### config.mk
export PLATFORM = sky130hd
export DESIGN_NAME = stripes_bitserial_ctrl
export DESIGN_NICKNAME = d
export VERILOG_FILES = /design/src/rtl/stripes_bitserial_ctrl.sv
export SDC_FILE = /design/constraint.sdc
export NUM_CORES = 1
export LEC_CHECK = 0
export ABC_AREA = 1
export CORE_UTILIZATION = 45
export CTS_CLUSTER_DIAMETER = 80
export DETAILED_ROUTE_END_ITERATION = 6
export PLACE_DENSITY = 0.78
export SLEW_MARGIN = 20
export SYNTH_ARGS = -nofsm -noshare
export SYNTH_HDL_FRONTEND = slang
export SYNTH_SLANG_ARGS = --single-unit
export TNS_END_PERCENT = 100
### constraint.sdc
create_clock -name clk -period 7.9 [get_ports clk]
set_clock_uncertainty 0.05 [all_clocks]
set_input_delay 1.185 -clock clk [delete_from_list [all_inputs] [get_ports clk]]
set_output_delay 1.185 -clock clk [all_outputs]
set_load 0.005 [all_outputs]
### src/rtl/stripes_bitserial_ctrl.sv
// rtl/stripes_bitserial_ctrl.sv - bit-serial weight sequencer for the 16-lane Stripes MAC
// MAC-facing controls, result_valid and done are registered and trail the FSM state by one cycle.
module stripes_bitserial_ctrl #(
  parameter int VEC_LENGTH = 16,
  parameter int W_PREC     = 8,
  parameter int PREC_WIDTH = 4,
  parameter int GRP_WIDTH  = 8
) (
  input  logic                  clk,
  input  logic                  reset,
  input  logic                  start,
  input  logic [PREC_WIDTH-1:0] cfg_prec,
  input  logic [GRP_WIDTH-1:0]  cfg_groups,
  input  logic                  w_valid,
  output logic                  w_ready,
  input  logic [W_PREC-1:0]     w_data [VEC_LENGTH],
  output logic                  mac_en,
  output logic                  mac_w_bit [VEC_LENGTH],
  output logic                  mac_is_msb,
  output logic                  mac_is_msb_delayed,
  output logic                  result_valid,
  output logic [GRP_WIDTH-1:0]  group_idx,
  output logic                  busy,
  output logic                  done
);
  localparam int BIT_W = (W_PREC > 1) ? $clog2(W_PREC) : 1;
  localparam logic [PREC_WIDTH-1:0] PREC_MAX = PREC_WIDTH'(W_PREC);

  typedef enum logic [2:0] {IDLE, FETCH, BIT, DRAIN, RESULT} state_t;
  state_t state, state_nxt;

  logic [PREC_WIDTH-1:0] prec_q, bit_cnt, prec_eff;
  logic [GRP_WIDTH-1:0]  groups_q, grp_cnt;
  logic [W_PREC-1:0]     w_q [VEC_LENGTH];
  logic                  last_grp, last_bit;
  logic                  en_c, msb_c, rv_c, done_c;
  logic                  wbit_c [VEC_LENGTH];

  assign prec_eff = (cfg_prec == '0 || cfg_prec > PREC_MAX) ? PREC_MAX : cfg_prec;
  assign last_grp = (grp_cnt == groups_q - GRP_WIDTH'(1));
  assign last_bit = (bit_cnt == '0);
  assign w_ready  = (state == FETCH);
  assign busy     = (state != IDLE);

  always_comb begin
    state_nxt = state;
    en_c      = 1'b0;
    msb_c     = 1'b0;
    rv_c      = 1'b0;
    done_c    = 1'b0;
    for (int j = 0; j < VEC_LENGTH; j++) wbit_c[j] = 1'b0;
    case (state)
      IDLE: begin
        if (start) begin
          if (cfg_groups == '0) done_c = 1'b1;
          else                  state_nxt = FETCH;
        end
      end
      FETCH: begin
        if (w_valid) state_nxt = BIT;
      end
      BIT: begin
        en_c  = 1'b1;
        msb_c = (bit_cnt == prec_q - PREC_WIDTH'(1));
        for (int j = 0; j < VEC_LENGTH; j++) wbit_c[j] = w_q[j][bit_cnt[BIT_W-1:0]];
        if (last_bit) state_nxt = DRAIN;
      end
      DRAIN: begin
        // one extra enabled cycle flushes the MAC's registered psum into its accumulator
        en_c      = 1'b1;
        state_nxt = RESULT;
      end
      RESULT: begin
        rv_c = 1'b1;
        if (last_grp) begin
          done_c    = 1'b1;
          state_nxt = IDLE;
        end else begin
          state_nxt = FETCH;
        end
      end
      default: state_nxt = IDLE;
    endcase
  end

  always_ff @(posedge clk) begin
    if (!reset) begin
      state              <= IDLE;
      prec_q             <= '0;
      groups_q           <= '0;
      grp_cnt            <= '0;
      bit_cnt            <= '0;
      mac_en             <= 1'b0;
      mac_is_msb         <= 1'b0;
      mac_is_msb_delayed <= 1'b0;
      result_valid       <= 1'b0;
      group_idx          <= '0;
      done               <= 1'b0;
      for (int j = 0; j < VEC_LENGTH; j++) begin
        w_q[j]       <= '0;
        mac_w_bit[j] <= 1'b0;
      end
    end else begin
      state        <= state_nxt;
      mac_en       <= en_c;
      mac_is_msb   <= msb_c;
      result_valid <= rv_c;
      done         <= done_c;
      for (int j = 0; j < VEC_LENGTH; j++) mac_w_bit[j] <= wbit_c[j];
      group_idx <= (state == IDLE && start) ? '0 : grp_cnt;
      if (state == IDLE)  mac_is_msb_delayed <= 1'b0;
      else if (mac_en)    mac_is_msb_delayed <= mac_is_msb;
      case (state)
        IDLE: begin
          if (start) begin
            prec_q   <= prec_eff;
            groups_q <= cfg_groups;
            grp_cnt  <= '0;
          end
        end
        FETCH: begin
          if (w_valid) begin
            for (int j = 0; j < VEC_LENGTH; j++) w_q[j] <= w_data[j];
            bit_cnt <= prec_q - PREC_WIDTH'(1);
          end
        end
        BIT: begin
          if (!last_bit) bit_cnt <= bit_cnt - PREC_WIDTH'(1);
        end
        RESULT: begin
          if (!last_grp) grp_cnt <= grp_cnt + GRP_WIDTH'(1);
        end
        default: ;
      endcase
    end
  end
endmodule

-- Word level (Yosys, flattened, before mapping)
Memories as Yosys holds them, arrays and structs flattened.
Cells that the tools add are included.
- register bits after elaboration: 56
- memory bits (writable): 128
- input bits: 144
- output and inout bits: 31
- word-level logic and storage cells: 152
- memories kept: 1
- memories (name ; words ; bits a word ; rd ports ; clocked after memory_dff ; wr ports ; RTL line ; text):
    w_q ; 16 ; 8 ; 16 ; 0 ; 16 ; 34 ; logic [W_PREC-1:0] w_q [VEC_LENGTH];
- $add $sub $neg: 4
- order comparisons: 2
- equality and inequality tests: 12
- mux-type cells: 72
- bitwise logic cells: 17
- reduce and logical (&&, ||, !) cells: 17
- operators with widths (operator ; count):
    2-to-1 mux 8 bit ; 18
    binary-select mux 1 bit (select 3 bit) ; 16
    2-to-1 mux 1 bit ; 27
    bitwise OR 1 bit ; 16
    case mux 8 bit (2 select lines) ; 1
    case mux 3 bit (5 select lines) ; 1
    2-to-1 mux 3 bit ; 4
    2-to-1 mux 4 bit ; 3
    inequality test 2 bit, second input constant ; 6
    adder 8 x 1 -> 8 bit, second input constant ; 1
    equality test 8 bit ; 1
    logical NOT 4 bit ; 2
    logical NOT 8 bit ; 1
    case mux 4 bit (2 select lines) ; 1
    subtractor 4 x 1 -> 4 bit, second input constant ; 2
    subtractor 8 x 1 -> 8 bit, second input constant ; 1
    equality test 3 x 2 -> 1 bit, second input constant ; 2
    AND reduction 3 bit ; 2
    OR reduction 2 bit ; 3
    equality test 4 bit ; 1
    greater-than comparator 4 bit, second input constant ; 1
    less-than comparator 3 x 4 -> 1 bit, second input constant ; 1
    AND reduction 2 bit ; 2
    AND reduction 4 bit ; 1
    other kinds (9) ; 10

-- Logic depth before layout (Yosys ltp)
Gate-level depths: netlist of run 1.
- depth after elaboration: 5
- mapped depth: 14

-- Worst setup path after synthesis of run 1
Ideal clock, no wire load.
- path type: in2reg
- start: in reset
- end: mem w_q[0][0], enable pin
- setup time: 1109 ps
- data arrival time: 3867 ps
- slack: 2875 ps
- stages on the path: 3
- path buffers: 2
- path through: clkbuf_1 > clkbuf_1 > nand2_1
- RTL lines (item ; RTL line ; text):
    from (decl) ; 10 ; input logic reset,
    to (decl) ; 34 ;

==> metrics, run 1 <==
Final Setup Violations 0; Starting Density ~46%; Seq cells post-synth 184; mean post-synth cell area between 8 and 9 µm²; Post-synth ARST share 0%; CTS tree yes; Fill cells around 1500; first drt pass iteration count 7; Cells on Worst Hold Path 2; Post-synth EDFFs roughly 130; Final Cycle Share 41.3%; GRT Total Usage approximately a fifth; die area ~19000 µm²; CP peak stage delay slightly below 0.9 ns; clock root cell clkbuf_16; CP max FO 84; failing checks DRC; WL final approximately 18000 µm; diode count 0; most area-hungry cell type in the Yosys netlist edfxtp_1; clk sink count between 150 and 200; r2r startpoint state[2]; total negative slack 0 ns; Nets 1244; antenna-violating nets left 0; CTS max path bufs 2; Synth Flop Type edfxtp_1; Syn Nets 1091; max-slew violations 0; worst vdd ir about 0.00015 V; post-synthesis cell count 943; Min-Delay Endpoint prec_q[3]; Worst setup SP type primary input; synth top area cells edfxtp_1, dfxtp_1, nor2_1; Via-to-Cell Ratio around 4.9; Die H approximately 140 µm; CTS Buf Count 17; headroom to the max-slew limit approximately a third; Tightest Pin Transition about 1.0 ns; Reg2Reg Setup Slack approximately 5.1 ns; ratio of cells with drive above 1 in the final layout 5.96%; PD cells ~280 nW/µm²; Reg2Reg Capture Point w_q[0][56]; crit path DAT between 3 and 4 ns; Critical Path, Cell by Cell clkdlybuf4s50_1 -> nand2_1 -> nand2_4 -> buf_4; Starting DRT DRC Count about 430; largest net degree at the start of global routing 85; vias after detailed routing 6548; Worst-Skew Late Latency roughly 0.42 ns; hpwl dp about 12000 µm; status complete, but fails checks; initial antenna violation count 0; cts repair resizes 0; Die Span X 138 µm; Final Hold Violating Endpoints 0; worst min-delay path class reg2reg; detailed-route DRC error count 10; critical path's slowest cell buf_4; hold_sp prec_q[3]; count of different cell masters after synthesis 34; Synth Warn # 0; hold-fix buffer count after cts 0; gr ovfl total 0; Port Buf Inserts 174; Row Count 49; Max Cap Violations 0; leading cell type in the layout, fill and taps excluded nor2_1; Worst-path clk slew 0.07 ns; achievable clock frequency a little over 300 MHz; worst path required time slightly below 8 ns; IO Count about 180; vias in the first global route approximately 6000; post-synthesis sequential area ratio between 50 and 60%; most frequent cells in the layout nor2_1, clkdlybuf4s50_1, inv_1; area growth from synthesis to layout 29.7%; nature of the critical path endpoint flip-flop; Setup CP Type in2reg; Tmin final between 3 and 4 ns; Post-CTS Setup Bufs 0; htree depth 4; first-pass GRT wire length between 20000 and 30000 µm; Core Box Area about 18000 µm²; RSZ-0062 raised after global routing no; Netlist Area Pre-Place 8350 µm²; gpl congestion roughly 0.82; Synth top area share between 40 and 50%; Lkg Pwr roughly 4.7 nW; routed len/inst around 14 µm; post-layout util roughly 60%; Worst R2R Path Depth 4
## final cells by class
type | count | area (µm²) | area share, %
Tap cell | 229 | 287 | 2.64
Timing Repair Buffer | 180 | 1780 | 16.4
Clock inverter | 14 | 169 | 1.56
Clock buffer | 17 | 425 | 3.93
Sequential cell | 184 | 4970 | 45.8
Inverter | 166 | 624 | 5.76
Multi-Input combinational cell | 547 | 2580 | 23.8
## state kept, by name, summed over array words and instances (netlist names)
name and flops:
mac_w_bit 16, w_q 128, grp_cnt 8, state 3
mac_en 1, group_idx 8, mac_is_msb 1, mac_is_msb_delayed 1
bit_cnt 4, result_valid 1, prec_q 4, groups_q 8
done 1
## synth_stat cells, types with 3 or more instances
library cell / count
dfxtp_1: 56
edfxtp_1: 128
inv_2: 8
nor2_1: 216
o21ai_1: 12
xor2_1: 10
inv_1: 158
nor2_4: 4
nor4_1: 3
nand2_4: 3
nand2_1: 102
clkbuf_1: 32
a31oi_1: 17
nor3_1: 5
a21oi_1: 20
ha_1: 4
nand3_1: 25
nand2_2: 3
buf_2: 10
xnor2_1: 7
o22ai_1: 16
o21ai_0: 86
## metrics by stage
| stage | setup slack, ns | hold slack, ns | instances | power, mW | area (µm²) |
|---|---|---|---|---|---|
| floorplan | 2.87 | 0.407 | 943 | 1.90 | 8350 |
| global placement | 4.22 | 0.430 | 1306 | 2.15 | 10200 |
| detailed placement | 4.20 | 0.436 | 1306 | 2.17 | 10200 |
| CTS | 4.65 | 0.446 | 1337 | 3.01 | 10800 |
| global route | 4.54 | 0.482 | 1337 | 3.18 | 10800 |
| finish | 4.63 | 0.445 | 1337 | 3.00 | 10800 |
## cells by family after synthesis
kind of cell	count (synthesis)	share of synthesized area [%]
multiplexers	1	0.120
buffers and inverters	212	9.78
AO/OA/AOI/OAI	155	9.90
XOR/XNOR	17	1.78
AND/OR/NAND/NOR	370	18.4
flip-flops	184	59.4
adder cells (fa/ha/maj)	4	0.599
## critical path, delay by kind of cell
kind | cells | cell delay, ns
buffers and inverters | 2 | 1.44
AND/OR/NAND/NOR | 2 | 0.56
## power by group
group	switching [mW]	internal, mW
Sequential	0.0548	1.19
Clock	0.372	0.475
Combinational	0.577	0.326
## worst max path at each step
stage	start	endpoint	slack, ns	cells past startpoint
after floorplan	reset	w_q[0][0]	2.87	3
after global placement	w_valid	w_q[0][55]	4.22	4
after detailed placement	w_valid	w_q[0][58]	4.20	4
after CTS	w_valid	w_q[0][48]	4.65	4
after global routing	w_valid	w_q[0][57]	4.54	4
final	w_valid	w_q[0][56]	4.63	4
## per-layer routing
| metal | vias up | GRT usage [%] | part of all wire, % | wire, µm |
|---|---|---|---|---|
| met1 | 2958 | 24.4 | 43 | 7720 |
| met5 | - | 0 | 0 | 0 |
| met2 | 227 | 32.7 | 49 | 8910 |
| li1 | 3323 | - | - | - |
| met3 | 40 | 3.12 | 5.2 | 946 |
| met4 | 0 | 8.69 | 2.7 | 485 |
No activity file was read; power rests on OpenSTA's default activity.
==> inputs of run 2 (changes only) <==
==> constraint.sdc (replaced) <==
create_clock -name clk -period 3.01 [get_ports clk]
set_clock_uncertainty 0.05 [all_clocks]
set_input_delay 0.4515 -clock clk [delete_from_list [all_inputs] [get_ports clk]]
set_output_delay 0.4515 -clock clk [all_outputs]
set_load 0.005 [all_outputs]
==> run 2 against run 1 <==
Against the previous run:
- the flow still finishes with violations (DRC)
- routed wire length grew 6.3%
- critical path depth decreased by 1
- sequential power grew to 2.6 times the previous value
- largest cell class unchanged
==> metrics, run 2 (synthesized netlist as in run 1, its figures left out) <==
Largest regs w_q (128), mac_w_bit (16); CP top delay family buffers and inverters; failing checks DRC; clock root cell clkbuf_16; Setup CP Type reg2out; Final Cycle Share 74.1%; CTS tree yes; Worst-Skew Late Latency around 0.43 ns; vias after detailed routing approximately 6600; post-layout util 60.1%; worst min-delay path class reg2reg; Worst setup SP type flip-flop; vias in the first global route approximately 6300; CP peak stage delay between 0.5 and 0.6 ns; detailed-route DRC error count 12; Starting DRT DRC Count between 500 and 600; IO Count between 150 and 200; routed wl met2 between 9000 and 10000 µm; area growth from synthesis to layout 30.2%; Die Span X between 100 and 150 µm; ratio of cells with drive above 1 in the final layout a little over 6%; max-slew violations 0; Lkg Pwr about 4.7 nW; total power 7.82 mW; initial antenna violation count 0; largest net degree at the start of global routing 66; Min-Delay Endpoint group_idx[7]; Tightest Pin Transition approximately 0.73 ns; hpwl dp between 10000 and 15000 µm; status complete, but fails checks; crit path DAT roughly 1.7 ns; antenna-violating nets left 0; Core Box Area between 15000 and 20000 µm²; worst path required time about 2.5 ns; cts repair resizes 0; Reg2Reg Capture Point w_q[0][52]; critical path's slowest cell clkdlybuf4s50_1; Tmin final between 2 and 2.5 ns; design area 10900 µm²; die area 19100 µm²; Worst Path Buf+Inv 2; hold_sp grp_cnt[7]; Row Count 49; Via-to-Cell Ratio 4.91; most frequent cells in the layout nor2_1, clkdlybuf4s50_1, inv_1; achievable clock frequency roughly 450 MHz; Worst R2R Path Depth 5; gr ovfl total 0; diode count 0; hold-fix buffer count after cts 0; Starting Density around 46%; Reg2Reg Setup Slack just under 0.9 ns; Port Buf Inserts roughly 170; nature of the critical path endpoint primary output; Max Cap Violations 0; routed wl met3 approximately 1100 µm; Critical Path, Cell by Cell inv_1 -> nor3_2 -> clkdlybuf4s50_1; CP Depth 3; clk sink count around 180; GRT Total Usage just over 20%; Nets 1248; DP Cell Count 1310; Final Hold Violating Endpoints 0; r2r startpoint state[0]; htree depth 4; PD cells approximately 720 nW/µm²; CTS Buf Count 17; CP max FO 4; max reg flops ~130; Worst-path clk slew 0.07 ns; worst vdd ir approximately 0.00054 V; Top Metal Used met4; Most flops, register w_q; leading cell type in the layout, fill and taps excluded nor2_1; first-pass GRT wire length 30700 µm; Final Non-Filler Cells around 1300; gpl congestion ~0.85; Final Setup Violations 0; WL final 19200 µm; first drt pass iteration count 7; Post-CTS Setup Bufs 0; routed len/inst 14.3 µm; Area after DPL 10300 µm²; metal1 wirelength ~8300 µm; headroom to the max-slew limit about half; total negative slack 0 ns; CTS max path bufs 2; Cells on Worst Hold Path 2; Die H between 100 and 150 µm; RSZ-0062 raised after global routing no
run 2: changes by cell type in the layout (fill, tap and decap cells not counted), moves of 2 or more:
cell	delta
buf_12	+3
inv_8	-5
inv_6	+4
clkinvlp_4	-2
run 2: area by class of cell:
cell class | instances | area, µm²
clock buffer | 18 | 429
clock inverter | 14 | 125
fill | 1465 | 7220
inverter | 166 | 623
multi-input combinational | 547 | 2590
sequential | 184 | 4970
tap | 229 | 287
timing repair buffer | 184 | 1850
run 2: layer usage:
metal	track usage [%]	vias to the layer above
li1	-	3321
met1	25.8	3005
met2	34.7	225
met3	3.46	32
met4	8.81	0
met5	0	-
run 2: per-stage QoR:
step	hold WS [ns]	worst slack [ns]
2_1_floorplan	0.407	0.00680
3_3_place_gp	0.433	0.773
3_5_place_dp	0.439	0.696
4_1_cts	0.449	0.777
5_1_grt	0.486	0.720
6_report	0.453	0.781
run 2: worst max-delay path by stage:
stage,from,endpoint,slack (ns)
2_1_floorplan,reset,w_q[0][0],0.007
3_3_place_gp,w_valid,w_q[0][58],0.77
3_5_place_dp,w_valid,w_q[0][52],0.70
4_1_cts,state[0],w_ready,0.78
5_1_grt,state[0],w_ready,0.72
6_report,state[0],w_ready,0.78
run 2: power breakdown:
| group | total (mW) | internal (mW) | switching (mW) | leakage (nW) |
|---|---|---|---|---|
| sequential | 3.28 | 3.13 | 0.145 | 1.79 |
| combinational | 2.43 | 0.882 | 1.55 | 2.65 |
| clock | 2.11 | 1.14 | 0.965 | 0.269 |
run 2: tightest hold or removal path: cells and delay by family, from the launching register on:
kind | cells | cell delay [ns]
flops | 1 | 0.36
simple gates | 1 | 0.04
buf+inv | 1 | 0.07
==> inputs of run 3 (changes only) <==
==> constraint.sdc (replaced) <==
create_clock -name clk -period 2.1 [get_ports clk]
set_clock_uncertainty 0.05 [all_clocks]
set_input_delay 0.315 -clock clk [delete_from_list [all_inputs] [get_ports clk]]
set_output_delay 0.315 -clock clk [all_outputs]
set_load 0.005 [all_outputs]
==> run 3 against run 2 <==
Against the previous run:
- the flow still finishes with violations (DRC)
- total power rose by 43%
- clock power increased by 36%
- first-iteration DRC count shrank 19%
- critical path type unchanged
- core utilization up 0.50 points
- routed wire length fell by 0.99%
- hold slack lost 0.23 ns
- via count increased by 0.64%
- largest cell class unchanged
==> metrics, run 3 (synthesized netlist as in run 1, its figures left out) <==
Die Span X around 140 µm; status complete, but fails checks; headroom to the max-slew limit 53.2%; nature of the critical path endpoint primary output; clk sink count 184; worst vdd ir ~0.00071 V; Worst setup SP type flip-flop; Core Box Area roughly 18000 µm²; htree depth 4; largest net degree at the start of global routing between 80 and 90; gpl congestion 0.838; routed len/inst 14.1 µm; PD cells 1020 nW/µm²; detailed-route DRC error count 8; CP peak stage delay about 0.5 ns; Via-to-Cell Ratio approximately 4.9; GRT Total Usage roughly a fifth; first-pass GRT wire length just over 30000 µm; Largest regs w_q (128), mac_w_bit (16); IO Count 175; CP max FO 5; vias in the first global route approximately 6600; Port Buf Inserts about 170; Worst-path clk slew 0.07 ns; max reg flops between 100 and 150; CTS Buf Count 17; hold-fix buffer count after cts 0; antenna-violating nets left 0; Worst Path Buf+Inv 3; Row Count 49; max-slew violations 0; Starting DRT DRC Count 446; CTS tree yes; RSZ-0062 raised after global routing no; crit path DAT approximately 1.7 ns; failing checks DRC; Lkg Pwr around 4.8 nW; most frequent cells in the layout nor2_1, clkdlybuf4s50_1, inv_1; WL final 19000 µm; critical path's slowest cell clkdlybuf4s50_1; gr ovfl total 0; Starting Density approximately 46%; achievable clock frequency 496 MHz; Worst-Skew Late Latency about 0.43 ns; clock root cell clkbuf_16; area growth from synthesis to layout 31.3%; Tightest Pin Transition about 0.70 ns; Final Setup Violations 0; Critical Path, Cell by Cell inv_1 -> nand2_2 -> nor2_4 -> inv_2 -> clkdlybuf4s50_1; worst min-delay path class in2reg; hpwl dp 12900 µm; ratio of cells with drive above 1 in the final layout under 10%; Tmin final ~2 ns; vias after detailed routing about 6600; post-layout util between 60% and 70%; Fill cells 1482; Final Hold Violating Endpoints 0; total negative slack 0 ns; first drt pass iteration count 7; Die H around 140 µm; leading cell type in the layout, fill and taps excluded nor2_1; CP top delay family buffers and inverters; Setup CP Type reg2out; die area about 19000 µm²; diode count 0; Final Cycle Share a little over nine tenths; initial antenna violation count 0; CTS max path bufs 2; worst path required time between 1.5 and 2 ns; Nets roughly 1300; Most flops, register w_q; Max Cap Violations 0
==> run 3: cell types whose count changed in the layout (fill, tap and decap cells not counted), sizes merged <==
cell           before  now
dlymetal6s2s        0    1
clkinv              7    8
buf                11   20
bufinv              1    0
clkdlybuf4s50     173  172
clkbuf             18   17
==> run 3: per-layer routing <==
metal / vias to the layer above / part of all wire, % / GRT usage (%)
li1: 3345 / - / -
met1: 3019 / 42 / 25.3
met2: 229 / 50 / 35.4
met3: 32 / 5.9 / 4.99
met4: 0 / 2.0 / 8.69
met5: - / 0 / 0
==> run 3: final timing paths <==
kind / endpoint / cells past startpoint / slack (ns) / from
setup / recovery: busy / 5 / 0.09 / state[2]
hold reg to reg: prec_q[3] / 2 / 0.44 / prec_q[3]
hold / removal: bit_cnt[0] / 3 / 0.23 / reset
setup reg to reg: grp_cnt[4] / 14 / 0.22 / groups_q[0]
==> run 3: worst reg2reg max path, cell delays in order (launching register included) <==
cell and delay, ns:
dfxtp_1 0.36, inv_2 0.09, ha_1 0.23, inv_1 0.06, nand2_1 0.06, nand2_1 0.07, nand2_1 0.04, nand2_1 0.06
nand3_1 0.07, nor2_1 0.18, nand2_2 0.11, nand2_4 0.13, nand2_4 0.10, nand2_1 0.07, a21oi_1 0.06
==> run 3: layout make-up <==
| type | count | area (µm²) | area share, % |
|---|---|---|---|
| sequential | 184 | 4970 | 45.3 |
| multi-input combinational | 547 | 2600 | 23.7 |
| timing repair buffer | 193 | 1960 | 17.9 |
| inverter | 166 | 623 | 5.68 |
| clock buffer | 17 | 425 | 3.88 |
| tap | 229 | 287 | 2.61 |
| clock inverter | 14 | 100 | 0.913 |
==> run 3: power by group <==
part / internal (mW) / switching, mW / total, mW
logic: 1.38 / 2.23 / 3.62
registers: 4.49 / 0.211 / 4.70
clock network: 1.51 / 1.35 / 2.86
total: 7.38 / 3.80 / 11.2
==> run 3: per-stage QoR <==
step | hold WS, ns | power (mW) | instance area [µm²] | setup WS [ns] | std cells
final | 0.227 | 11.2 | 11000 | 0.0854 | 1350
after global routing | 0.258 | 11.9 | 11000 | 0.0214 | 1350
after CTS | 0.201 | 11.2 | 10900 | 0.0338 | 1350
after detailed placement | 0.431 | 8.36 | 10400 | 0.191 | 1319
after global placement | 0.433 | 8.27 | 10400 | 0.196 | 1319
after floorplan | 0.400 | 7.13 | 8370 | 0.172 | 943
==> run 3: what timing repair did <==
action | CTS | global route
endpoints found under the setup margin | 0 | 2
buffers inserted | 0 | 0
hold endpoints to repair | 0 | 0
resized for setup | 0 | 6
